<file path="config.mk">
export PLATFORM = sky130hd
export DESIGN_NAME = reg_write_arbiter
export DESIGN_NICKNAME = d
export VERILOG_FILES = /design/src/rtl/reg_write_arbiter.sv
export SDC_FILE = /design/constraint.sdc
export NUM_CORES = 1
export LEC_CHECK = 0
export ABC_AREA = 1
export BUFFER_PORTS_ARGS = -buffer_cell sky130_fd_sc_hd__buf_4
export CORE_MARGIN = 1.5
export CORE_UTILIZATION = 35
export DETAILED_ROUTE_END_ITERATION = 10
export HOLD_SLACK_MARGIN = 0.02
export PLACE_DENSITY = 0.6
export SLEW_MARGIN = 20
export SYNTH_ARGS = -nofsm -noshare
export SYNTH_HDL_FRONTEND = slang
export SYNTH_SLANG_ARGS = --single-unit
</file>
<file path="constraint.sdc">
create_clock -name CLOCK_50 -period 2.4 [get_ports CLOCK_50]
set_clock_uncertainty 0.15 [all_clocks]
set_input_delay 0.12 -clock CLOCK_50 [delete_from_list [all_inputs] [get_ports CLOCK_50]]
set_output_delay 0.12 -clock CLOCK_50 [all_outputs]
set_load 0.05 [all_outputs]
</file>
<file path="src/rtl/reg_write_arbiter.sv">
// Round-robin arbiter sharing one enabled/clearable register among N_REQ requesters.
// Async requests are synchronised, edge-detected, queued, then written one at a time with a hold-off.
module reg_write_arbiter #(
    parameter int WIDTH       = 5,
    parameter int N_REQ       = 4,
    parameter int ID_W        = 2,
    parameter int HOLD_CYCLES = 8
) (
    input  logic                   CLOCK_50,
    input  logic                   reset,
    input  logic [N_REQ-1:0]       req,
    input  logic [N_REQ*WIDTH-1:0] req_data,
    input  logic                   clr_req,
    output logic                   reg_en,
    output logic [WIDTH-1:0]       reg_d,
    output logic                   reg_clr,
    output logic [N_REQ-1:0]       grant,
    output logic [ID_W-1:0]        last_id,
    output logic                   busy,
    output logic [N_REQ-1:0]       pending
);

    localparam int CNT_W = $clog2(HOLD_CYCLES + 1);
    localparam logic [ID_W:0]   NREQ_W = (ID_W+1)'(N_REQ);
    localparam logic [ID_W-1:0] LAST   = ID_W'(N_REQ - 1);

    typedef enum logic [1:0] {IDLE, WRITE, CLEAR, HOLD} state_t;

    state_t             state, state_n;
    logic [N_REQ-1:0]   req_s1, req_s2, req_s3, req_rise;
    logic               clr_s1, clr_s2, clr_s3, clr_rise;
    logic [N_REQ-1:0]   pend_q, pend_n, pend_clr;
    logic               clr_pend, cpend_n, cpend_clr;
    logic [CNT_W-1:0]   cnt, cnt_n;
    logic [ID_W-1:0]    ptr, ptr_n, win, id_n;
    logic               any;
    logic               en_n, clr_n, busy_n;
    logic [N_REQ-1:0]   grant_n;
    logic [WIDTH-1:0]   d_n;

    assign req_rise = req_s2 & ~req_s3;
    assign clr_rise = clr_s2 & ~clr_s3;
    assign pending  = pend_q;

    // Search ascends from the RR pointer, wrapping modulo N_REQ; first set bit wins.
    always_comb begin
        logic [ID_W:0] idx;
        any = 1'b0;
        win = '0;
        for (int k = 0; k < N_REQ; k++) begin
            idx = {1'b0, ptr} + (ID_W+1)'(k);
            if (idx >= NREQ_W) idx = idx - NREQ_W;
            if (!any && pend_q[idx[ID_W-1:0]]) begin
                any = 1'b1;
                win = idx[ID_W-1:0];
            end
        end
    end

    always_comb begin
        state_n   = state;
        cnt_n     = cnt;
        ptr_n     = ptr;
        en_n      = 1'b0;
        clr_n     = 1'b0;
        grant_n   = '0;
        d_n       = reg_d;
        id_n      = last_id;
        pend_clr  = '0;
        cpend_clr = 1'b0;
        case (state)
            IDLE: begin
                if (clr_pend) begin
                    state_n   = CLEAR;
                    clr_n     = 1'b1;
                    d_n       = '0;
                    id_n      = '0;
                    cpend_clr = 1'b1;
                end else if (any) begin
                    state_n       = WRITE;
                    en_n          = 1'b1;
                    grant_n[win]  = 1'b1;
                    d_n           = req_data[win*WIDTH +: WIDTH];
                    id_n          = win;
                    pend_clr[win] = 1'b1;
                    ptr_n         = (win == LAST) ? '0 : win + 1'b1;
                end
            end
            WRITE, CLEAR: begin
                state_n = HOLD;
                cnt_n   = CNT_W'(HOLD_CYCLES - 1);
            end
            HOLD: begin
                if (cnt == '0) state_n = IDLE;
                else           cnt_n   = cnt - 1'b1;
            end
            default: state_n = IDLE;
        endcase
        // A fresh edge on the grant edge re-queues the requester (set wins).
        pend_n  = (pend_q & ~pend_clr) | req_rise;
        cpend_n = (clr_pend & ~cpend_clr) | clr_rise;
        busy_n  = (state_n != IDLE);
    end

    always_ff @(posedge CLOCK_50 or posedge reset) begin
        if (reset) begin
            state    <= IDLE;
            req_s1   <= '0;
            req_s2   <= '0;
            req_s3   <= '0;
            clr_s1   <= 1'b0;
            clr_s2   <= 1'b0;
            clr_s3   <= 1'b0;
            pend_q   <= '0;
            clr_pend <= 1'b0;
            cnt      <= '0;
            ptr      <= '0;
            reg_en   <= 1'b0;
            reg_clr  <= 1'b0;
            reg_d    <= '0;
            grant    <= '0;
            last_id  <= '0;
            busy     <= 1'b0;
        end else begin
            state    <= state_n;
            req_s1   <= req;
            req_s2   <= req_s1;
            req_s3   <= req_s2;
            clr_s1   <= clr_req;
            clr_s2   <= clr_s1;
            clr_s3   <= clr_s2;
            pend_q   <= pend_n;
            clr_pend <= cpend_n;
            cnt      <= cnt_n;
            ptr      <= ptr_n;
            reg_en   <= en_n;
            reg_clr  <= clr_n;
            reg_d    <= d_n;
            grant    <= grant_n;
            last_id  <= id_n;
            busy     <= busy_n;
        end
    end

endmodule

</file>
Word level (Yosys, flattened, before mapping). Cells that the tools add are included.

Register bits: 42. Bits of input ports: 27. Output and inout bits: 18. Word-level logic and storage cells: 111.

Add/subtract/negate cells: 9. Multiply operators: 1. Magnitude comparators: 10. Equal/unequal tests: 5. Shift-type cells: 1. Mux-type cells: 41. Bitwise operators: 11. Reductions and logical operators: 16.

Operator list (count): 2-to-1 mux 2 bit (14); variable part select 20 x 6 -> 5 bit (1); 2-to-1 mux 4 bit (4); < comparator 2 x 3 -> 1 bit, second input constant (5); 2-to-1 mux 1 bit (14); 2-to-1 mux 5 bit (2); >= comparator 3 bit, second input constant (3); bitwise AND 4 bit (2); binary-select mux 1 bit (select 2 bit) (4); inverter 4 bit (2); one-hot mux 4 bit (2 select lines) (1); subtractor 2 x 1 -> 2 bit, second input constant (4); adder 2 x 2 -> 3 bit, second input constant (2); equality test 2 bit, second input constant (3); one-hot mux 2 bit (3 select lines) (1); nonzero test 2 bit (3); multiplier 2 x 3 -> 5 bit, second input constant (1); logical AND 1 bit (4); logical NOT 4 bit (1); bitwise OR 4 bit (1); AND reduction 2 bit (2); subtractor 4 x 1 -> 4 bit, second input constant (1); adder 2 x 1 -> 3 bit, second input constant (1); >= comparator 2 x 3 -> 1 bit, second input constant (1); 12 further kinds (17).

Logic depth before layout (Yosys ltp). Gate-level depths: netlist of the first run.

Depth in word-level cells: 24. Gate-level depth with buffers: 15. Gate-level depth less buffers: 14.

Least setup slack after synthesis of the first run. Ideal clock, no wire load.

Path kind: register to register. Start point: reg pend_q[3] (netlist: pending[3]). End point: reg ptr[1]. Library setup time: 0.126 ns. Arrival time: 1.888 ns. Slack: 0.236 ns. Stages on the path, launching flop included: 13. Path through: dfrtp_1 inv_1 nand2_1 nand3_1 nand2_2 nor2_4 nand3_4 nand3_2 buf_6 inv_1 ha_1 nand2_1 o21ai_0.

Word-level cells in the longest chain between the ends: 14.

RTL lines: start: declaration (line 32) `logic [N_REQ-1:0] pend_q, pend_n, pend_clr;`; start signal: assignment (line 132) `pend_q <= pend_n;`; binary-select mux 1 bit (select 2 bit) (line 53) `if (!any && pend_q[idx[ID_W-1:0]]) begin`; 2-to-1 mux 1 bit (implied by the code) (line 53); 2-to-1 mux 1 bit (line 53); logical NOT 1 bit (line 53); logical AND 1 bit (line 53); 2-to-1 mux 1 bit (line 53); logical NOT 1 bit (line 53); logical AND 1 bit (line 53); 2-to-1 mux 1 bit (line 53); logical NOT 1 bit (line 53); logical AND 1 bit (line 53); 2-to-1 mux 2 bit (line 53); adder 2 x 1 -> 2 bit or equality test 2 bit (tied branches) (line 86) `ptr_n = (win == LAST) ? '0 : win + 1'b1;`; 2-to-1 mux 2 bit (line 86); end signal: assignment (line 135) `ptr <= ptr_n;`; end: declaration (line 35) `logic [ID_W-1:0] ptr, ptr_n, win, id_n;`.

Several ways; a longest one is shown, not always the timed one. The select of a mux whose other input is x is not followed. A chain may end at the register's enable or synchronous reset.

Worst setup path in the final report of the first run.
Start point: reg ptr[0]. End point: reg pend_q[3] (netlist: pending[3]).

Word-level cells in the longest chain between the ends: 24.

RTL lines: branches (longest 18 deep; another with adder 2 x 1 -> 3 bit); 2-to-1 mux 4 bit * (3 in a row); via grant_n[3] (line 38) `logic [N_REQ-1:0] grant_n;`; inverter 4 bit * (line 100) `pend_n = (pend_q & ~pend_clr) | req_rise;`; bitwise AND 4 bit * (line 100); bitwise OR 4 bit * (line 100); via pend_n[3] (line 32).

Mark *: on every way through the listed nets, which the timed path passes. The select of a mux whose other input is x is not followed.

==> results of run 1 <==
per-layer routing:
metal  vias to the layer above  track usage
li1                        863            -
met1                       792        0.197
met2                        38        0.256
met3                         4       0.0291
met4                         0       0.0375
met5                         -            0
area by class of cell:
class                      instances  area, µm²
fill                             548       2830
tap                               72       90.1
clock inverter                     3       25.0
clock buffer                       5       68.8
sequential                        42       1050
timing repair buffer              64        510
multi-input combinational        151        763
inverter                          35        134
cell usage in the layout, fill, tap and decap left out, drive strengths merged:
master,Yosys,final
nand2,74,74
buf,4,50
dfrtp,42,42
nand3,36,36
inv,35,36
dlygate4sd3,0,13
nor2,9,9
o21ai,9,9
ha,7,7
clkbuf,0,6
a21oi,5,5
o22ai,4,4
o31ai,2,2
or2,1,1
a22oi,1,1
nor3,1,1
xnor2,1,1
o21a,1,1
clkinv,0,1
clkinvlp,0,1
power breakdown:
group / switching [mW] / internal, mW / total, mW
Clock: 0.252 / 0.210 / 0.462
Sequential: 0.119 / 0.879 / 0.998
Combinational: 1.36 / 0.678 / 2.04
path summary, 6_finish.rpt:
kind,start,to,cells past startpoint
min,req_data[2],reg_d[2],5
max reg2reg,ptr[0],pending[3],13
min reg2reg,req_s1[2],req_s2[2],0
max in group asynchronous,reset,ptr[0],4
min in group asynchronous,reset,cnt[3],4
max,ptr[0],pending[3],13
cells by family (layout without fill, tap and decap cells):
logic type                 count (synthesis)  in the layout  share of synthesized area
buffers and inverters                     39            107                     0.0811
and+or+nand+nor                          121            121                      0.272
DFF                                       42             42                      0.532
xor gates and xnor gates                   1              1                    0.00444
AOI/OAI and AO/OA                         22             22                     0.0653
adders and majority gates                  7              7                     0.0444
per-stage QoR:
stage	utilization	hold WS, ns	cells	cell area [µm²]	total power, mW
final	0.483	0.0264	372	2640	3.50
after floorplan	-	0.00143	232	1970	2.51
after detailed placement	0.438	0.0805	348	2400	3.00
after global placement	0.438	0.0792	348	2400	2.98
after CTS	0.479	0.0236	369	2620	3.49
after global routing	0.483	0.0545	372	2640	3.85
worst max-delay path, cell delays in order (launching register included):
cell and delay [ns]:
dfrtp_2 0.44, clkbuf_2 0.17, nand2_1 0.08, nand3_1 0.14
nand2_2 0.09, nor2_4 0.16, nand3_1 0.09, nand3_1 0.09
nand2_2 0.15, inv_2 0.11, ha_1 0.16, inv_1 0.04
nor2_1 0.14, o22ai_1 0.08
state kept, by name, summed over array words and instances (netlist names):
register and cells:
reg_d 5, cnt 4, grant 4, pending 4, req_s1 4, req_s2 4, req_s3 4, last_id 2
ptr 2, state 2, busy 1, clr_pend 1, clr_s1 1, clr_s2 1, clr_s3 1, reg_clr 1
reg_en 1
repair_timing:
item | 4_1_cts | 5_1_grt
gates resized for setup | 0 | 2
buffers inserted | 0 | 3
hold endpoints to repair | 51 | 0
hold buffers | 13 | 0
endpoints found under the setup margin | 0 | 12
==> summary.md, run 1 <==
| Metric | Value |
|---|---|
| Register area share after synthesis | 0.532 |
| Initial antenna violation count | 0 |
| Metal3 WL | roughly 170 µm |
| Via/cell ratio | 4.56 |
| Total negative slack | 0 ns |
| Clk slew on worst S/H paths | 0.08 ns |
| Drt first pass iters | 4 |
| CTS tree | done |
| CP Launch Type | register |
| Clock Root Buffer | clkbuf_8 |
| Gr ovfl total | 0 |
| Die width | between 70 and 80 µm |
| Ys flop type | dfrtp_1 |
| Post-synthesis async set-or-reset flop share | 1.00 |
| Layout Nets | 333 |
| HPWL Detailed | a little over 3000 µm |
| Synthesized netlist cell count | 232 |
| # port buffers | 44 |
| CP max FO | 9 |
| Yosys top cell area share | 0.532 |
| Cell area after synthesis | a little under 2000 µm² |
| Cell Rows | 27 |
| Post-Syn Nets | 266 |
| Mean Syn Cell Area | 8.51 µm² |
| Tmin final | roughly 2.2 ns |
| Routed wl met2 | around 2100 µm |
| Layout area overhead | 33.9% |
| Max Transition Viols Final | 0 |
| Synth area leader | dfrtp_1 |
| Max VDD drop | 0.486 mV |
| Top Metal Used | met4 |
| Largest net degree at the start of global routing | 43 |
| Final worst setup slack | roughly 0.18 ns |
| Final setup vio count | 0 |
| Clk buf depth | 2 |
| Synth warn | 0 |
| Num ports | 45 |
| Worst slew margin | 0.659 |
| Max Freq | 451 MHz |
| Reg2reg setup slack | 0.18 ns |
| Final RePlAce weighted congestion | 0.817 |
| Share of post-route cells with drive strength above 1 | 0.240 |
| Core ar. | 5470 µm² |
| Measured slew at the worst slew-check pin | 0.512 ns |
| Die Y | 78.1 µm |
| LEAKAGE | 1.42 nW |
| Initial Utilization | 0.361 |
| Ant diodes | 0 |
| Wire length on met1 | 1980 µm |
| Most frequent cell after synthesis | nand2_1 |
| Place WS | between 0.1 and 0.15 ns |
| Post-synth top cells | nand2_1, dfrtp_1, nand3_1, inv_1, nor2_1 |
| DRT Wirelength | between 4000 and 5000 µm |
| DR DRC count | 0 |
| Vias in the first global route | between 1,500 and 2,000 |
| RSZ-0062 raised after global routing | false |
| Status | finished clean |
| Kind of critical path | reg -> reg |
| First-pass GRT wire length | 7330 µm |
| Worst setup EP type | register |
| Final Hold Fails | 0 |
| Initial DRC count | just under 90 |
| DR vias | 1,697 |
| CTS Buf Count | 5 |
| Maxcap violations | 0 |
| Worst EP arrival | around 2.3 ns |
| Worst min path class | in -> reg |
| Clock Sinks | 42 |
| Power Density | 1320 nW/µm² |
| Final period utilization | 0.924 |
| Total track usage | 0.151 |
| Synth Register Bits | 42 |
| Main area contributors after synthesis | dfrtp_1, nand2_1, nand3_1 |
| Count of cell types in the netlist | 25 |
| WL/cell | roughly 12 µm |
| Routed Antenna Nets | 0 |
| Critical Path RT | 2.43 ns |
| Die ar. | 6100 µm² |
| Post-synth EDFFs | 0 |
| Worst skew pair latency | 0.30 ns |
| Htree depth | 2 |
No activity file was read; power rests on OpenSTA's default activity.
==> run 2: changes to the inputs <==
Settings changed: PLACE_DENSITY 0.6 to 0.62.
Clock period 2.4 ns to 1.8 ns, I/O delays scaled along.
==> run 2 against run 1 <==
Compared with the run above: the flow now finishes with violations (setup timing); combinational power rose by 130%; setup slack got worse by 0.45 ns; clock-buffer cell count rose by 1; first-iteration DRC count fell by 24%; global-route usage rose by 2.1 points; wire length rose by 23%; register-to-register slack got worse by 0.45 ns; sequential power rose by 35%; cell count rose by 10%; critical path depth rose by 1.
==> summary.md, run 2 (synthesis results as in run 1) <==
| Metric | Value |
|---|---|
| Ant diodes | 0 |
| Core ar. | around 5500 µm² |
| Max VDD drop | 1.16 mV |
| Worst min path class | in -> reg |
| Total track usage | 0.171 |
| Final core occ | 0.631 |
| Worst reg2reg path depth | 14 |
| First-pass GRT wire length | 8270 µm |
| Worst setup EP type | register |
| Largest register FFs | 5 |
| Critical Path Slowest Stage Cell | dfrtp_2 |
| Max Transition Viols Final | 0 |
| CP max FO | 6 |
| Hold Crit Start | req_data[6] |
| Multi-input logic area | about 1100 µm² |
| Routed Antenna Nets | 0 |
| Final period utilization | 1.15 |
| Failing checks | setup timing |
| HPWL Detailed | 3190 µm |
| Final Hold Fails | 0 |
| Clock Sinks | 42 |
| Maxcap violations | 0 |
| Layout Nets | roughly 370 |
| Share of post-route cells with drive strength above 1 | 0.552 |
| Worst reg2reg startpoint | ptr[0] |
| Measured slew at the worst slew-check pin | between 0.5 and 0.6 ns |
| WP buf/inv | 5 |
| Met2 usage | 0.283 |
| # port buffers | 44 |
| Cell Rows | 27 |
| Hold Slack | 0.0237 ns |
| Max Freq | 483 MHz |
| WL/cell | 12.9 µm |
| Register area | 1060 µm² |
| Worst skew pair latency | 0.29 ns |
| Power Density | 1970 nW/µm² |
| Die Y | around 78 µm |
| Most Crowded Layer GR | met2 |
| Gr ovfl total | 0 |
| Clock Root Buffer | clkbuf_8 |
| Num ports | 45 |
| Via/cell ratio | 4.71 |
| Leading cell type in the layout, fill and taps excluded | buf_4 |
| Final worst setup slack | -0.269 ns |
| CTS tree | done |
| LEAKAGE | 1.75 nW |
| DR vias | 1,937 |
| Final RePlAce weighted congestion | 0.825 |
| CP Launch Type | register |
| Clk buf depth | 2 |
| GR Layer Usage met3 | 0.0453 |
| Die ar. | 6100 µm² |
| Met1 Use GR | 0.218 |
| Die width | 78.1 µm |
| Biggest register | reg_d |
| CP top delay family | simple AND/OR/NAND/NOR gates |
| Initial antenna violation count | 0 |
| RSZ-0062 raised after global routing | true |
| Worst slew margin | 0.655 |
| Worst EP arrival | roughly 2.1 ns |
| DR DRC count | 0 |
| Clk slew on worst S/H paths | 0.08 ns |
| Final setup vio count | 19 |
| Critical Path RT | 1.82 ns |
| Fill cells | around 450 |
| Crit path cell chain | clkinv_4 -> buf_6 -> nand2_4 -> nand3_4 -> nand2_4 -> inv_1 -> nand2_2 -> nand2_2 -> nand3_4 -> inv_4 -> ha_4 -> inv_2 -> nor2_4 -> o22ai_2 |
| Place WS | -0.258 ns |
| Vias in the first global route | about 1,800 |
| WHS Endpoint | reg_d[1] |
| Layout area overhead | 74.9% |
| Largest stage delay on the critical path | 0.46 ns |
| Drt first pass iters | 4 |
| CTS Buf Count | 5 |
| Largest net degree at the start of global routing | 43 |
| Tmin final | 2.07 ns |
| Hold Path Depth | 5 |
| Status | complete, but fails checks |
| Kind of critical path | reg -> reg |
| Reg2reg setup slack | -0.27 ns |
| DRT Wirelength | 5310 µm |
| Htree depth | 2 |
| Initial DRC count | 66 |
| Commonest non-fill, non-tap cells in the layout | buf_4, nand2_1, dfrtp_1 |
| Initial Utilization | 0.361 |
| Reg2Reg Capture Point | pending[1] |
-- run 2: cell types whose count changed in the layout (fill, tap and decap cells not counted), moves of 4 or more --
cell / before / now
buf_6: 0 / 8
nor2_1: 8 / 3
nand3_1: 34 / 9
dfrtp_2: 1 / 6
dfrtp_1: 41 / 36
nand2_4: 0 / 7
nand2_2: 4 / 25
inv_2: 3 / 10
nand3_4: 1 / 7
inv_1: 31 / 21
nand3_2: 1 / 20
buf_4: 50 / 72
nand2_1: 70 / 41
dlygate4sd3_1: 13 / 17
-- run 2: worst min-delay path: cells and delay by family --
family	cells	cell delay, ns
buf+inv	1	0.08
simple gates	4	0.26
-- run 2: routing by layer --
layer	up-vias	wire length, µm
li1	949	-
met4	0	139
met3	14	208
met2	48	2790
met1	926	2170
met5	-	0
-- run 2: how the worst max path moves through the flow --
stage,start,end,depth (start not counted),slack [ns]
floorplan,pending[2],pending[3],13,-0.13
global placement,ptr[0],pending[1],14,-0.17
detailed placement,ptr[0],pending[3],14,-0.26
CTS,ptr[0],pending[3],14,-0.16
global route,ptr[0],reg_d[2],15,-0.41
finish,ptr[0],pending[1],14,-0.27
-- run 2: stage by stage --
step | total power [mW] | cell area, µm² | std cells | TNS (ns)
after CTS | 5.95 | 3160 | 403 | -1.92
final | 6.81 | 3450 | 411 | -3.95
after global placement | 4.47 | 2630 | 372 | -1.78
after global routing | 7.31 | 3450 | 411 | -6.35
after detailed placement | 4.49 | 2630 | 372 | -2.88
after floorplan | 3.45 | 2020 | 232 | -0.639
-- run 2: final cells by class --
cell class | instances | share of cell area
clock buffers | 6 | 0.0210
clock inverters | 2 | 0.0109
inverters | 35 | 0.0431
multi-input cells | 151 | 0.333
flip-flops and latches | 42 | 0.307
well taps | 72 | 0.0261
repair buffers | 102 | 0.258
repair inverters | 1 | 0.00181
-- run 2: repair_timing --
item                                   in CTS  in global routing
pin swaps                                  21                 37
endpoints found under the hold margin      52                  0
setup endpoints to repair                  18                 24
gates resized for setup                    51                 55
hold buffers                               17                  0
buffers inserted                            5                  8
gates cloned                                1                  0
-- run 2: power by group --
part           total (mW)  leakage, nW  switching [mW]  internal [mW]
clock               0.731       0.0514           0.317          0.414
combinational        4.73         1.20            2.76           1.97
sequential           1.35        0.495           0.170           1.18
total                6.81         1.75            3.24           3.56
==> run 3: changes to the inputs <==
Settings changed: RECOVER_POWER set to 50.
==> run 3 against run 2 <==
Compared with the run above: the flow still finishes with violations (setup timing); global-route usage stayed put; via count down 0.26%; cell area shrank 0.18%; non-clock buffer count did not move; sequential cell count unchanged; clock power hardly changed; worst hold slack about the same; register-to-register slack hardly changed; highest routed layer unchanged.
==> summary.md, run 3 (synthesis results as in run 1) <==
| Metric | Value |
|---|---|
| Max Freq | a little under 500 MHz |
| Status | complete, but fails checks |
| Max Transition Viols Final | 0 |
| Layout area overhead | 74.6% |
| Final RePlAce weighted congestion | 0.825 |
| First-pass GRT wire length | 8270 µm |
| Measured slew at the worst slew-check pin | 1.01 ns |
| CP Launch Type | register |
| Critical Path RT | 1.82 ns |
| Die width | a little under 80 µm |
| Biggest register | reg_d |
| CP max FO | 6 |
| Die ar. | 6100 µm² |
| DRT Wirelength | 5300 µm |
| Commonest non-fill, non-tap cells in the layout | buf_4, nand2_1, dfrtp_1 |
| Via/cell ratio | 4.70 |
| Largest net degree at the start of global routing | 43 |
| Routed Antenna Nets | 0 |
| Max VDD drop | around 1.2 mV |
| Ant diodes | 0 |
| Failing checks | setup timing |
| Total power | 6.80 mW |
| Core ar. | 5470 µm² |
| Post-Place Cells | 372 |
| Share of post-route cells with drive strength above 1 | 0.549 |
| Largest register FFs | 5 |
| Leading cell type in the layout, fill and taps excluded | buf_4 |
| Final setup vio count | 19 |
| Final period utilization | 1.15 |
| Final Hold Fails | 0 |
| Clk buf depth | 2 |
| DR DRC count | 0 |
| DR vias | roughly 1,900 |
| Worst slew margin | 0.329 |
| Num ports | 45 |
| Worst EP arrival | 2.09 ns |
| Tmin final | 2.07 ns |
| CTS tree | done |
| Worst min path class | in -> reg |
| WL/cell | 12.9 µm |
| Vias in the first global route | about 1,800 |
| Total negative slack | -3.95 ns |
| Worst skew pair latency | 0.29 ns |
| CTS Buf Count | 5 |
| Final worst setup slack | -0.269 ns |
| Die Y | 78.1 µm |
| Power Density | 1970 nW/µm² |
| RSZ-0062 raised after global routing | true |
| HPWL Detailed | 3190 µm |
| LEAKAGE | 1.74 nW |
| Cell Rows | 27 |
| Layout Nets | 372 |
| Worst setup EP type | register |
| Htree depth | 2 |
| Initial Utilization | 0.361 |
| Drt first pass iters | 4 |
| Clk slew on worst S/H paths | 0.08 ns |
| Initial DRC count | just under 60 |
| Final non-filler cell total | 411 |
| Clock Sinks | 42 |
| Total track usage | 0.171 |
| Gr ovfl total | 0 |
| Initial antenna violation count | 0 |
| Clock Root Buffer | clkbuf_8 |
| Kind of critical path | reg -> reg |
| Maxcap violations | 0 |
| # port buffers | 44 |
-- run 3: cell count changes in the layout (fill, tap and decap cells not counted), sizes merged --
cell,change
buf,-8
clkbuf,+8
-- run 3: worst paths after layout --
check | slack [ns] | end | startpoint | cells after the start
max reg2reg | -0.27 | pending[1] | ptr[0] | 14
min in group asynchronous | 0.52 | cnt[0] | reset | 4
max | -0.27 | pending[1] | ptr[0] | 14
max in group asynchronous | 0.29 | pending[1] | reset | 4
min | 0.02 | reg_d[1] | req_data[6] | 5
min reg2reg | 0.20 | req_s2[2] | req_s1[2] | 0
-- run 3: metal layers --
metal | GRT usage | wire, µm
met3 | 0.0453 | 206
met4 | 0.0589 | 139
met2 | 0.283 | 2790
met5 | 0 | 0
met1 | 0.218 | 2160
-- run 3: power by group --
part	switching [mW]	leakage (nW)	internal, mW
logic	2.75	1.20	1.96
registers	0.171	0.495	1.18
clock network	0.315	0.0514	0.414
-- run 3: stage by stage --
| step | area, µm² | utilization | hold WS, ns | setup WS [ns] |
|---|---|---|---|---|
| 2_1_floorplan | 2020 | - | -0.0286 | -0.132 |
| 3_3_place_gp | 2630 | 0.480 | 0.0506 | -0.167 |
| 3_5_place_dp | 2630 | 0.480 | 0.0506 | -0.258 |
| 4_1_cts | 3160 | 0.578 | 0.0208 | -0.164 |
| 5_1_grt | 3450 | 0.630 | 0.0355 | -0.409 |
| 6_report | 3450 | 0.630 | 0.0235 | -0.269 |
-- run 3: final cells by class --
type | instances | area, µm²
fill | 449 | 2030
inverter | 35 | 149
multi-input combinational | 151 | 1150
clock buffer | 6 | 72.6
tap | 72 | 90.1
sequential | 42 | 1060
timing repair buffer | 102 | 885
clock inverter | 2 | 37.5
timing repair inverter | 1 | 6.26
-- run 3: worst max-delay path: stages (launching register included) --
cell      delay, ns
dfrtp_2        0.46
clkinv_4       0.09
buf_6          0.13
nand2_4        0.06
nand3_4        0.10
nand2_4        0.06
inv_1          0.12
nand2_2        0.08
nand2_2        0.09
nand3_4        0.11
inv_4          0.10
ha_4           0.13
inv_2          0.04
nor2_4         0.11
o22ai_2        0.09
-- run 3: timing repair --
item,CTS,global route
hold buffers,17,0
gates cloned,1,0
resized for setup,51,55
setup buffers,5,8
endpoints found under the hold margin,52,0
endpoints found under the setup margin,18,24
pin swaps,21,37
